[src/rtl/cacheline_adaptor_if.sv]
// Cache-side and physical-memory-side signal bundle for cacheline_adaptor.
// master = arbiter/memory environment, slave = the adaptor itself.
interface cacheline_adaptor_if #(
  parameter int unsigned ADDR_W = 32
);
  logic              cache_read;
  logic              cache_write;
  logic [ADDR_W-1:0] cache_addr;
  logic [255:0]      cache_wdata;
  logic [255:0]      cache_rdata;
  logic              cache_resp;
  logic              pmem_read;
  logic              pmem_write;
  logic [ADDR_W-1:0] pmem_addr;
  logic [63:0]       pmem_wdata;
  logic [63:0]       pmem_rdata;
  logic              pmem_resp;

  modport master (
    output cache_read, cache_write, cache_addr, cache_wdata, pmem_rdata, pmem_resp,
    input  cache_rdata, cache_resp, pmem_read, pmem_write, pmem_addr, pmem_wdata
  );

  modport slave (
    input  cache_read, cache_write, cache_addr, cache_wdata, pmem_rdata, pmem_resp,
    output cache_rdata, cache_resp, pmem_read, pmem_write, pmem_addr, pmem_wdata
  );
endinterface

[src/rtl/cacheline_adaptor.sv]
// Converts 256-bit line reads/writes into 4-beat 64-bit memory bursts.
// Define CACHELINE_ADAPTOR_STATS_EN to add rd_bursts/wr_bursts completion counters.
module cacheline_adaptor #(
  parameter int unsigned ADDR_W = 32
) (
  input  logic clk,
  input  logic rst_n,
  cacheline_adaptor_if.slave bus
`ifdef CACHELINE_ADAPTOR_STATS_EN
  ,
  output logic [31:0] rd_bursts,
  output logic [31:0] wr_bursts
`endif
);

  localparam logic [1:0] IDLE     = 2'd0;
  localparam logic [1:0] RD_BURST = 2'd1;
  localparam logic [1:0] WR_BURST = 2'd2;
  localparam logic [1:0] DONE     = 2'd3;

  logic [1:0]        state_q, state_d;
  logic [1:0]        cnt_q,   cnt_d;
  logic [ADDR_W-1:0] addr_q,  addr_d;
  logic [255:0]      wdata_q, wdata_d;
  logic [255:0]      rdata_q, rdata_d;
  logic [7:0]        beat_lsb;
  logic              last_beat;
  logic              addr_lo_unused;

  assign beat_lsb       = {cnt_q, 6'd0};
  assign last_beat      = bus.pmem_resp && (cnt_q == 2'd3);
  assign addr_lo_unused = ^bus.cache_addr[4:0];

  always_comb begin
    state_d = state_q;
    cnt_d   = cnt_q;
    addr_d  = addr_q;
    wdata_d = wdata_q;
    rdata_d = rdata_q;
    unique case (state_q)
      IDLE: begin
        if (bus.cache_write) begin
          state_d = WR_BURST;
          addr_d  = {bus.cache_addr[ADDR_W-1:5], 5'b0};
          wdata_d = bus.cache_wdata;
          cnt_d   = '0;
        end else if (bus.cache_read) begin
          state_d = RD_BURST;
          addr_d  = {bus.cache_addr[ADDR_W-1:5], 5'b0};
          cnt_d   = '0;
        end
      end
      RD_BURST: begin
        if (bus.pmem_resp) begin
          rdata_d[beat_lsb +: 64] = bus.pmem_rdata;
          cnt_d = cnt_q + 2'd1;
          if (last_beat) state_d = DONE;
        end
      end
      WR_BURST: begin
        if (bus.pmem_resp) begin
          cnt_d = cnt_q + 2'd1;
          if (last_beat) state_d = DONE;
        end
      end
      DONE: state_d = IDLE;
      default: state_d = IDLE;
    endcase
  end

  always_ff @(posedge clk or negedge rst_n) begin
    if (!rst_n) begin
      state_q <= IDLE;
      cnt_q   <= '0;
      addr_q  <= '0;
      wdata_q <= '0;
      rdata_q <= '0;
    end else begin
      state_q <= state_d;
      cnt_q   <= cnt_d;
      addr_q  <= addr_d;
      wdata_q <= wdata_d;
      rdata_q <= rdata_d;
    end
  end

  // Strobes decode straight from state so an async reset clears them at once.
  assign bus.pmem_read   = (state_q == RD_BURST);
  assign bus.pmem_write  = (state_q == WR_BURST);
  assign bus.cache_resp  = (state_q == DONE);
  assign bus.pmem_addr   = addr_q;
  assign bus.pmem_wdata  = wdata_q[beat_lsb +: 64];
  assign bus.cache_rdata = rdata_q;

`ifdef CACHELINE_ADAPTOR_STATS_EN
  logic [31:0] rd_cnt_q, wr_cnt_q;

  always_ff @(posedge clk or negedge rst_n) begin
    if (!rst_n) begin
      rd_cnt_q <= '0;
      wr_cnt_q <= '0;
    end else begin
      if (state_q == RD_BURST && last_beat) rd_cnt_q <= rd_cnt_q + 32'd1;
      if (state_q == WR_BURST && last_beat) wr_cnt_q <= wr_cnt_q + 32'd1;
    end
  end

  assign rd_bursts = rd_cnt_q;
  assign wr_bursts = wr_cnt_q;
`endif

endmodule

[src/flat_wrapper.sv]
// flat-port wrapper written by rule: the top's interface ports become plain ports
module cacheline_adaptor_flat 
#(
  parameter int unsigned ADDR_W = 32
)
  (clk, rst_n, bus_cache_read, bus_cache_write, bus_cache_addr, bus_cache_wdata, bus_pmem_rdata, bus_pmem_resp, bus_cache_rdata, bus_cache_resp, bus_pmem_read, bus_pmem_write, bus_pmem_addr, bus_pmem_wdata);
  cacheline_adaptor_if #(.ADDR_W(ADDR_W)) bus_i ();
  input  logic clk;
  input  logic rst_n;
  input wire logic [$bits(bus_i.cache_read)-1:0] bus_cache_read;
  input wire logic [$bits(bus_i.cache_write)-1:0] bus_cache_write;
  input wire logic [$bits(bus_i.cache_addr)-1:0] bus_cache_addr;
  input wire logic [$bits(bus_i.cache_wdata)-1:0] bus_cache_wdata;
  input wire logic [$bits(bus_i.pmem_rdata)-1:0] bus_pmem_rdata;
  input wire logic [$bits(bus_i.pmem_resp)-1:0] bus_pmem_resp;
  output wire logic [$bits(bus_i.cache_rdata)-1:0] bus_cache_rdata;
  output wire logic [$bits(bus_i.cache_resp)-1:0] bus_cache_resp;
  output wire logic [$bits(bus_i.pmem_read)-1:0] bus_pmem_read;
  output wire logic [$bits(bus_i.pmem_write)-1:0] bus_pmem_write;
  output wire logic [$bits(bus_i.pmem_addr)-1:0] bus_pmem_addr;
  output wire logic [$bits(bus_i.pmem_wdata)-1:0] bus_pmem_wdata;
  assign bus_i.cache_read = bus_cache_read;
  assign bus_i.cache_write = bus_cache_write;
  assign bus_i.cache_addr = bus_cache_addr;
  assign bus_i.cache_wdata = bus_cache_wdata;
  assign bus_i.pmem_rdata = bus_pmem_rdata;
  assign bus_i.pmem_resp = bus_pmem_resp;
  assign bus_cache_rdata = bus_i.cache_rdata;
  assign bus_cache_resp = bus_i.cache_resp;
  assign bus_pmem_read = bus_i.pmem_read;
  assign bus_pmem_write = bus_i.pmem_write;
  assign bus_pmem_addr = bus_i.pmem_addr;
  assign bus_pmem_wdata = bus_i.pmem_wdata;
  cacheline_adaptor #(.ADDR_W(ADDR_W)) u_core (.clk(clk), .rst_n(rst_n), .bus(bus_i));
endmodule
[config.mk]
export PLATFORM = sky130hd
export DESIGN_NAME = cacheline_adaptor_flat
export DESIGN_NICKNAME = d
export VERILOG_FILES = /design/src/rtl/cacheline_adaptor_if.sv /design/src/rtl/cacheline_adaptor.sv /design/src/flat_wrapper.sv
export SDC_FILE = /design/constraint.sdc
export NUM_CORES = 1
export LEC_CHECK = 0
export CAP_MARGIN = 20
export CORE_AREA = 4 4 278 280
export CTS_BUF_LIST = sky130_fd_sc_hd__clkbuf_16
export DETAILED_ROUTE_END_ITERATION = 10
export DIE_AREA = 0 0 282 284
export PLACE_DENSITY = 0.57
export SETUP_SLACK_MARGIN = 0.3
export SYNTH_ARGS = -nofsm -noshare
export SYNTH_HDL_FRONTEND = slang
export SYNTH_SLANG_ARGS = --single-unit
[constraint.sdc]
create_clock -name clk -period 3.4 [get_ports clk]
set_input_delay 0.51 -clock clk [delete_from_list [all_inputs] [get_ports clk]]
set_output_delay 0.51 -clock clk [all_outputs]
set_load 0.005 [all_outputs]
==> results.sh, run 1 <==
export IMPL_status="finished clean"
export IMPL_ff2ff_setup_slack_ns=0.63
export IMPL_worst_slew_pin_slew_ns=0.856
export IMPL_vias=14600
export IMPL_wl_met2_um=38100
export IMPL_die_w_um=282
export IMPL_cp_start_kind="flip-flop"
export IMPL_clock_latency_ns=0.63
export IMPL_max_freq_mhz=332
export IMPL_ant_nets=0
export IMPL_reg2reg_to="u_core.bus.cache_rdata[36]"
export IMPL_antenna_found_initial=16
export IMPL_min_period_ns=3.01
export IMPL_drt_first_pass_iters=4
export IMPL_slew_headroom=0.429
export IMPL_cp_arrival_ns=2.50
export IMPL_r2r_start="u_core.cnt_q[0]"
export IMPL_cp_slowest_cell="mux4_2"
export IMPL_multi_input_area_um2=7280
export IMPL_row_count=100
export IMPL_yosysWarnings=0
export IMPL_clk_pin_slew_ns=0.06
export IMPL_powerDensity_nw_per_um2=818
export IMPL_setup_violations=0
export IMPL_yosys_area_top_type="dfrtp_1"
export IMPL_globalplace_congestion=0.792
export IMPL_core_area_um2=74400
export IMPL_rsz0062_at_grt="yes"
export IMPL_drv_cap=0
export IMPL_hold_viol=0
export IMPL_crit_required_ns=2.89
export IMPL_syn_to_final_growth_pct=48.5
export IMPL_synthCells=1296
export IMPL_wl_met1_um=28500
export IMPL_ir_drop_v=0.000445
export IMPL_leakagePower_nw=13.5
export IMPL_tritoncts="yes"
export IMPL_dieArea_um2=80100
export IMPL_drc=0
export IMPL_seq_area_frac_synth=0.636
export IMPL_fill_cells=6716
export IMPL_cts_buffer_depth=3
export IMPL_period_share=0.886
export IMPL_final_max_slew_viol_count=0
export IMPL_crit_type="reg2out"
export IMPL_dr_max_layer_used="met5"
export IMPL_layout_common_cells="698 x clkdlybuf4s50_1, 541 x dfrtp_1, 283 x mux2_2, 256 x a22o_1, 64 x mux4_2"
export IMPL_grt_max_degree=89
export IMPL_routedWlPerCell_um=24.4
export IMPL_syn_avg_cell_area_um2=16.5
export IMPL_cts_htree_levels=2
export IMPL_slowest_delay_ns=0.53
export IMPL_ys_seq_elements=543
export IMPL_cp_end_kind="output port"
export IMPL_drive_gt1_frac=0.238
export IMPL_grt_first_pass_wirelength_um=110000
export IMPL_hp_class="in2async"
export IMPL_cts_sinks=543
export IMPL_seqCellArea_um2=13600
export IMPL_dr_wl_met3_um=4710
export IMPL_first_iter_violations=721
export IMPL_synth_top_area_share=0.636
export IMPL_synth_area_um2=21400
export IMPL_root_buffer="clkbuf_16"
export IMPL_gr_total_overflow=0
export IMPL_final_instance_count_excl_fill=3043
export IMPL_hpwl_um=53800
export IMPL_via_per_inst=4.81
export IMPL_cpLargestDelayFamily="buffers and inverters"
export IMPL_grt_pass1_vias=16000
export IMPL_synth_cell_types=25
export IMPL_start_util=0.287
export IMPL_cp_max_fo=20
export IMPL_synth_area_leaders="dfrtp_1 64%, mux2_2 15%, a22o_1 10%"
export IMPL_crit_path_cell_trace="buf_12, buf_16, mux4_2, clkdlybuf4s50_1"
export IMPL_ios=712
export IMPL_portBuffers=701
export IMPL_track_usage=0.181
export IMPL_cp_num_cells=4
export IMPL_rr_worst_depth=7
export IMPL_total_power_w=0.0260
export IMPL_crit_buf_inv=3
export IMPL_routed_wl_um=74300
export IMPL_layout_commonest_cell="clkdlybuf4s50_1"
export IMPL_die_h_um=284
export IMPL_numCtsBuffers=61
export IMPL_nets=2379
export IMPL_dpl_cell_count=2910
export IMPL_fin_tns_setup_ns=0
export IMPL_clock_skew_ns=0.0309
[power by group]
part           switching [W]  internal, W  total [W]
logic                0.00354      0.00625    0.00978
registers            0.00124      0.00881     0.0101
clock network        0.00272      0.00340    0.00612
total                0.00750       0.0185     0.0260
[how the worst max path moves through the flow]
stage                               start                          end
after floorplan           u_core.cnt_q[1]  u_core.bus.cache_rdata[118]
after global placement    u_core.cnt_q[0]  u_core.bus.cache_rdata[155]
after detailed placement  u_core.cnt_q[0]  u_core.bus.cache_rdata[164]
after CTS                 u_core.cnt_q[0]           bus_pmem_wdata[15]
after global routing      u_core.cnt_q[0]           bus_pmem_wdata[15]
final                     u_core.cnt_q[0]           bus_pmem_wdata[13]
[cell families after synthesis]
family	synth area share
compound gates	0.106
fa+ha+maj	0.00586
buf+inv	0.0255
simple gates	0.00680
other cells	0.000176
flops	0.636
mux	0.219
[registers in the layout, summed over array words and instances (netlist names)]
register / flops
u_core.bus.cache_rdata: 256
u_core.bus.pmem_addr: 27
u_core.cnt_q: 2
u_core.state_q: 2
u_core.wdata_q: 256
[synth_stat cells (all sizes together)]
library cell / number
ha: 10
buf: 72
mux4: 64
conb: 1
a221oi: 1
a22o: 256
o21ai: 2
clkbuf: 32
nor4b: 1
nand2b: 1
nand2: 7
mux2: 283
mux2i: 5
nor4: 5
a22oi: 1
nor2: 2
dfrtp: 543
inv: 6
nand3: 4
[metal layers]
layer  vias to the layer above  global-route usage
met3                       132              0.0429
met2                       478               0.308
met4                         6              0.0765
met1                      7667               0.220
li1                       6360                   -
met5                         -                   0
[what timing repair did]
item | CTS | global route
hold buffers | 1 | 0
endpoints found under the setup margin | 64 | 9
hold endpoints to repair | 74 | 0
cloned | 0 | 0
pin swaps | 0 | 0
buffers inserted | 7 | 0
gates resized for setup | 1 | 4
[area by class of cell]
type	instances	area share
clock buffer	61	0.0481
clock inverter	51	0.0101
sequential	543	0.429
timing repair buffer	753	0.244
multi-input combinational	647	0.230
tap	969	0.0382
antenna	13	0.00103
inverter	6	0.000710
[worst register-to-register path: cells and delay by family (launching register included)]
kind | cells | cell delay, ns
AND/OR/NAND/NOR | 1 | 0.49
buffers and inverters | 4 | 0.93
flip-flops | 1 | 0.48
adder cells (fa/ha/maj) | 1 | 0.43
AO/OA/AOI/OAI | 1 | 0.32
[per-stage QoR]
stage | worst slack [ns] | hold slack [ns] | cell area (µm²) | util
2_1_floorplan | 0.875 | 0.214 | 21400 | -
3_3_place_gp | 0.658 | 0.482 | 29700 | 0.399
3_5_place_dp | 0.620 | 0.487 | 29700 | 0.399
4_1_cts | 0.301 | 0.439 | 31700 | 0.425
5_1_grt | 0.284 | 0.458 | 31700 | 0.426
6_report | 0.388 | 0.471 | 31700 | 0.426
Power figures use the tool's default switching activity.
==> run 2, diff against run 1 <==
- CELL_PAD_IN_SITES_DETAIL_PLACEMENT: unset -> 1
- CELL_PAD_IN_SITES_GLOBAL_PLACEMENT: unset -> 1
- CORE_AREA: 4 4 278 280 -> 4 4 273 275
- DIE_AREA: 0 0 282 284 -> 0 0 277 279
- PLACE_DENSITY: 0.57 -> 0.69
- clock period: 3.4 -> 3.7 ns (I/O delays scaled with it)
==> results.sh, run 2 (synthesis gave the netlist of run 1 again) <==
export IMPL_grt_max_degree=120
export IMPL_antenna_found_initial=25
export IMPL_vias=14800
export IMPL_met1_usage=0.215
export IMPL_reg2reg_to="u_core.bus.cache_rdata[174]"
export IMPL_clk_pin_slew_ns=0.06
export IMPL_drt_first_pass_iters=5
export IMPL_slew_headroom=0.332
export IMPL_grtUsageMet2=0.331
export IMPL_powerDensity_nw_per_um2=758
export IMPL_numCtsBuffers=59
export IMPL_root_buffer="clkbuf_16"
export IMPL_portBuffers=701
export IMPL_hold_end="u_core.wdata_q[141]"
export IMPL_period_share=0.859
export IMPL_rsz0062_at_grt="no"
export IMPL_slowest_delay_ns=0.68
export IMPL_crit_required_ns=3.14
export IMPL_tritoncts="yes"
export IMPL_grt_busiest_layer="met2"
export IMPL_fin_tns_setup_ns=0
export IMPL_rr_worst_depth=6
export IMPL_dp_slack_ns=0.952
export IMPL_min_from="u_core.wdata_q[141]"
export IMPL_layout_common_cells="700 x clkdlybuf4s50_1, 541 x dfrtp_1, 283 x mux2_2, 256 x a22o_1, 64 x mux4_2"
export IMPL_cp_start_kind="flip-flop"
export IMPL_clock_latency_ns=0.62
export IMPL_cts_buffer_depth=3
export IMPL_drv_cap=0
export IMPL_setup_violations=0
export IMPL_hp_class="reg2reg"
export IMPL_whs_ns=0.499
export IMPL_total_power_w=0.0239
export IMPL_ir_drop_v=0.000401
export IMPL_layout_commonest_cell="clkdlybuf4s50_1"
export IMPL_core_area_um2=72300
export IMPL_die_h_um=279
export IMPL_nets=2362
export IMPL_globalplace_congestion=0.819
export IMPL_drc=0
export IMPL_drive_gt1_frac=0.236
export IMPL_die_w_um=277
export IMPL_cts_sinks=543
export IMPL_grt_first_pass_wirelength_um=113000
export IMPL_clock_skew_ns=0.0275
export IMPL_ant_nets=0
export IMPL_crit_type="reg2out"
export IMPL_dieArea_um2=77300
export IMPL_grt_util_met3=0.0526
export IMPL_first_iter_violations=701
export IMPL_gr_total_overflow=0
export IMPL_status="finished clean"
export IMPL_routedWlPerCell_um=25.0
export IMPL_cp_slowest_cell="dfrtp_4"
export IMPL_r2r_start="u_core.cnt_q[1]"
export IMPL_hold_viol=0
export IMPL_via_per_inst=4.89
export IMPL_max_freq_mhz=315
export IMPL_final_max_slew_viol_count=0
export IMPL_min_period_ns=3.18
export IMPL_row_count=99
export IMPL_ctsResizeCount=0
export IMPL_track_usage=0.190
export IMPL_routed_wl_um=75400
export IMPL_worst_slew_pin_slew_ns=1.00
export IMPL_cp_end_kind="output port"
export IMPL_leakagePower_nw=13.4
export IMPL_hpwl_um=53800
export IMPL_cp_arrival_ns=2.62
export IMPL_cp_max_fo=44
export IMPL_syn_to_final_growth_pct=47.5
export IMPL_fin_ws_ns=0.523
export IMPL_ios=712
export IMPL_crit_path_cell_trace="buf_12, mux4_2, clkdlybuf4s50_1"
export IMPL_cts_htree_levels=2
export IMPL_hold_depth=1
export IMPL_start_util=0.295
export IMPL_ff2ff_setup_slack_ns=1.11
export IMPL_grt_pass1_vias=16700
export IMPL_fin_area_um2=31500
export IMPL_place_area_um2=29600
[run 2: changes by cell type in the layout (fill, tap and decap cells not counted), sizes merged]
cell,change
buf,-15
bufinv,+3
clkbuf,-2
clkdlybuf4s50,+2
clkinv,-4
clkinvlp,+1
diode,+7
dlymetal6s2s,-2
inv,-2
[run 2: cell type report]
cell class | instances | area [µm²]
diodes | 20 | 50.0
clock buffers | 59 | 1480
clock inverters | 49 | 374
fillers | 7271 | 40800
inverters | 6 | 22.5
multi-input cells | 647 | 7290
flip-flops and latches | 543 | 13600
well taps | 959 | 1200
repair buffers | 738 | 7490
[run 2: through the flow]
step                 util  instances
floorplan               -       1300
global placement    0.409       2889
detailed placement  0.409       2889
CTS                 0.435       3001
global route        0.435       3018
finish              0.435       3021
[run 2: timing repair]
item / 4_1_cts / 5_1_grt
hold buffers: 1 / 0
buffers inserted: 3 / 0
endpoints found under the setup margin: 10 / 0
hold endpoints to repair: 67 / 0
[run 2: worst max path at each step]
stage | start | end | slack [ns]
6_report | u_core.cnt_q[1] | bus_pmem_wdata[5] | 0.52
5_1_grt | u_core.cnt_q[1] | bus_pmem_wdata[5] | 0.39
4_1_cts | u_core.cnt_q[1] | bus_pmem_wdata[5] | 0.39
3_5_place_dp | u_core.cnt_q[0] | bus_pmem_wdata[28] | 0.95
3_3_place_gp | u_core.cnt_q[0] | bus_pmem_wdata[13] | 0.96
2_1_floorplan | u_core.cnt_q[1] | u_core.bus.cache_rdata[118] | 1.18
[run 2: power breakdown]
| part | switching (W) | internal (W) | total (W) |
|---|---|---|---|
| registers | 0.00124 | 0.00810 | 0.00934 |
| logic | 0.00320 | 0.00562 | 0.00882 |
| clock network | 0.00248 | 0.00324 | 0.00571 |
| total | 0.00691 | 0.0170 | 0.0239 |
[run 2: critical path, delay by kind of cell, from the launching register on]
family | cells | cell delay (ns)
buffers and inverters | 2 | 0.86
DFF | 1 | 0.68
muxes | 1 | 0.45
[run 2: per-layer routing]
layer,up-vias,share of wire
met5,-,0.00045
met4,6,0.047
met3,167,0.067
met2,526,0.52
met1,7747,0.37
li1,6333,-
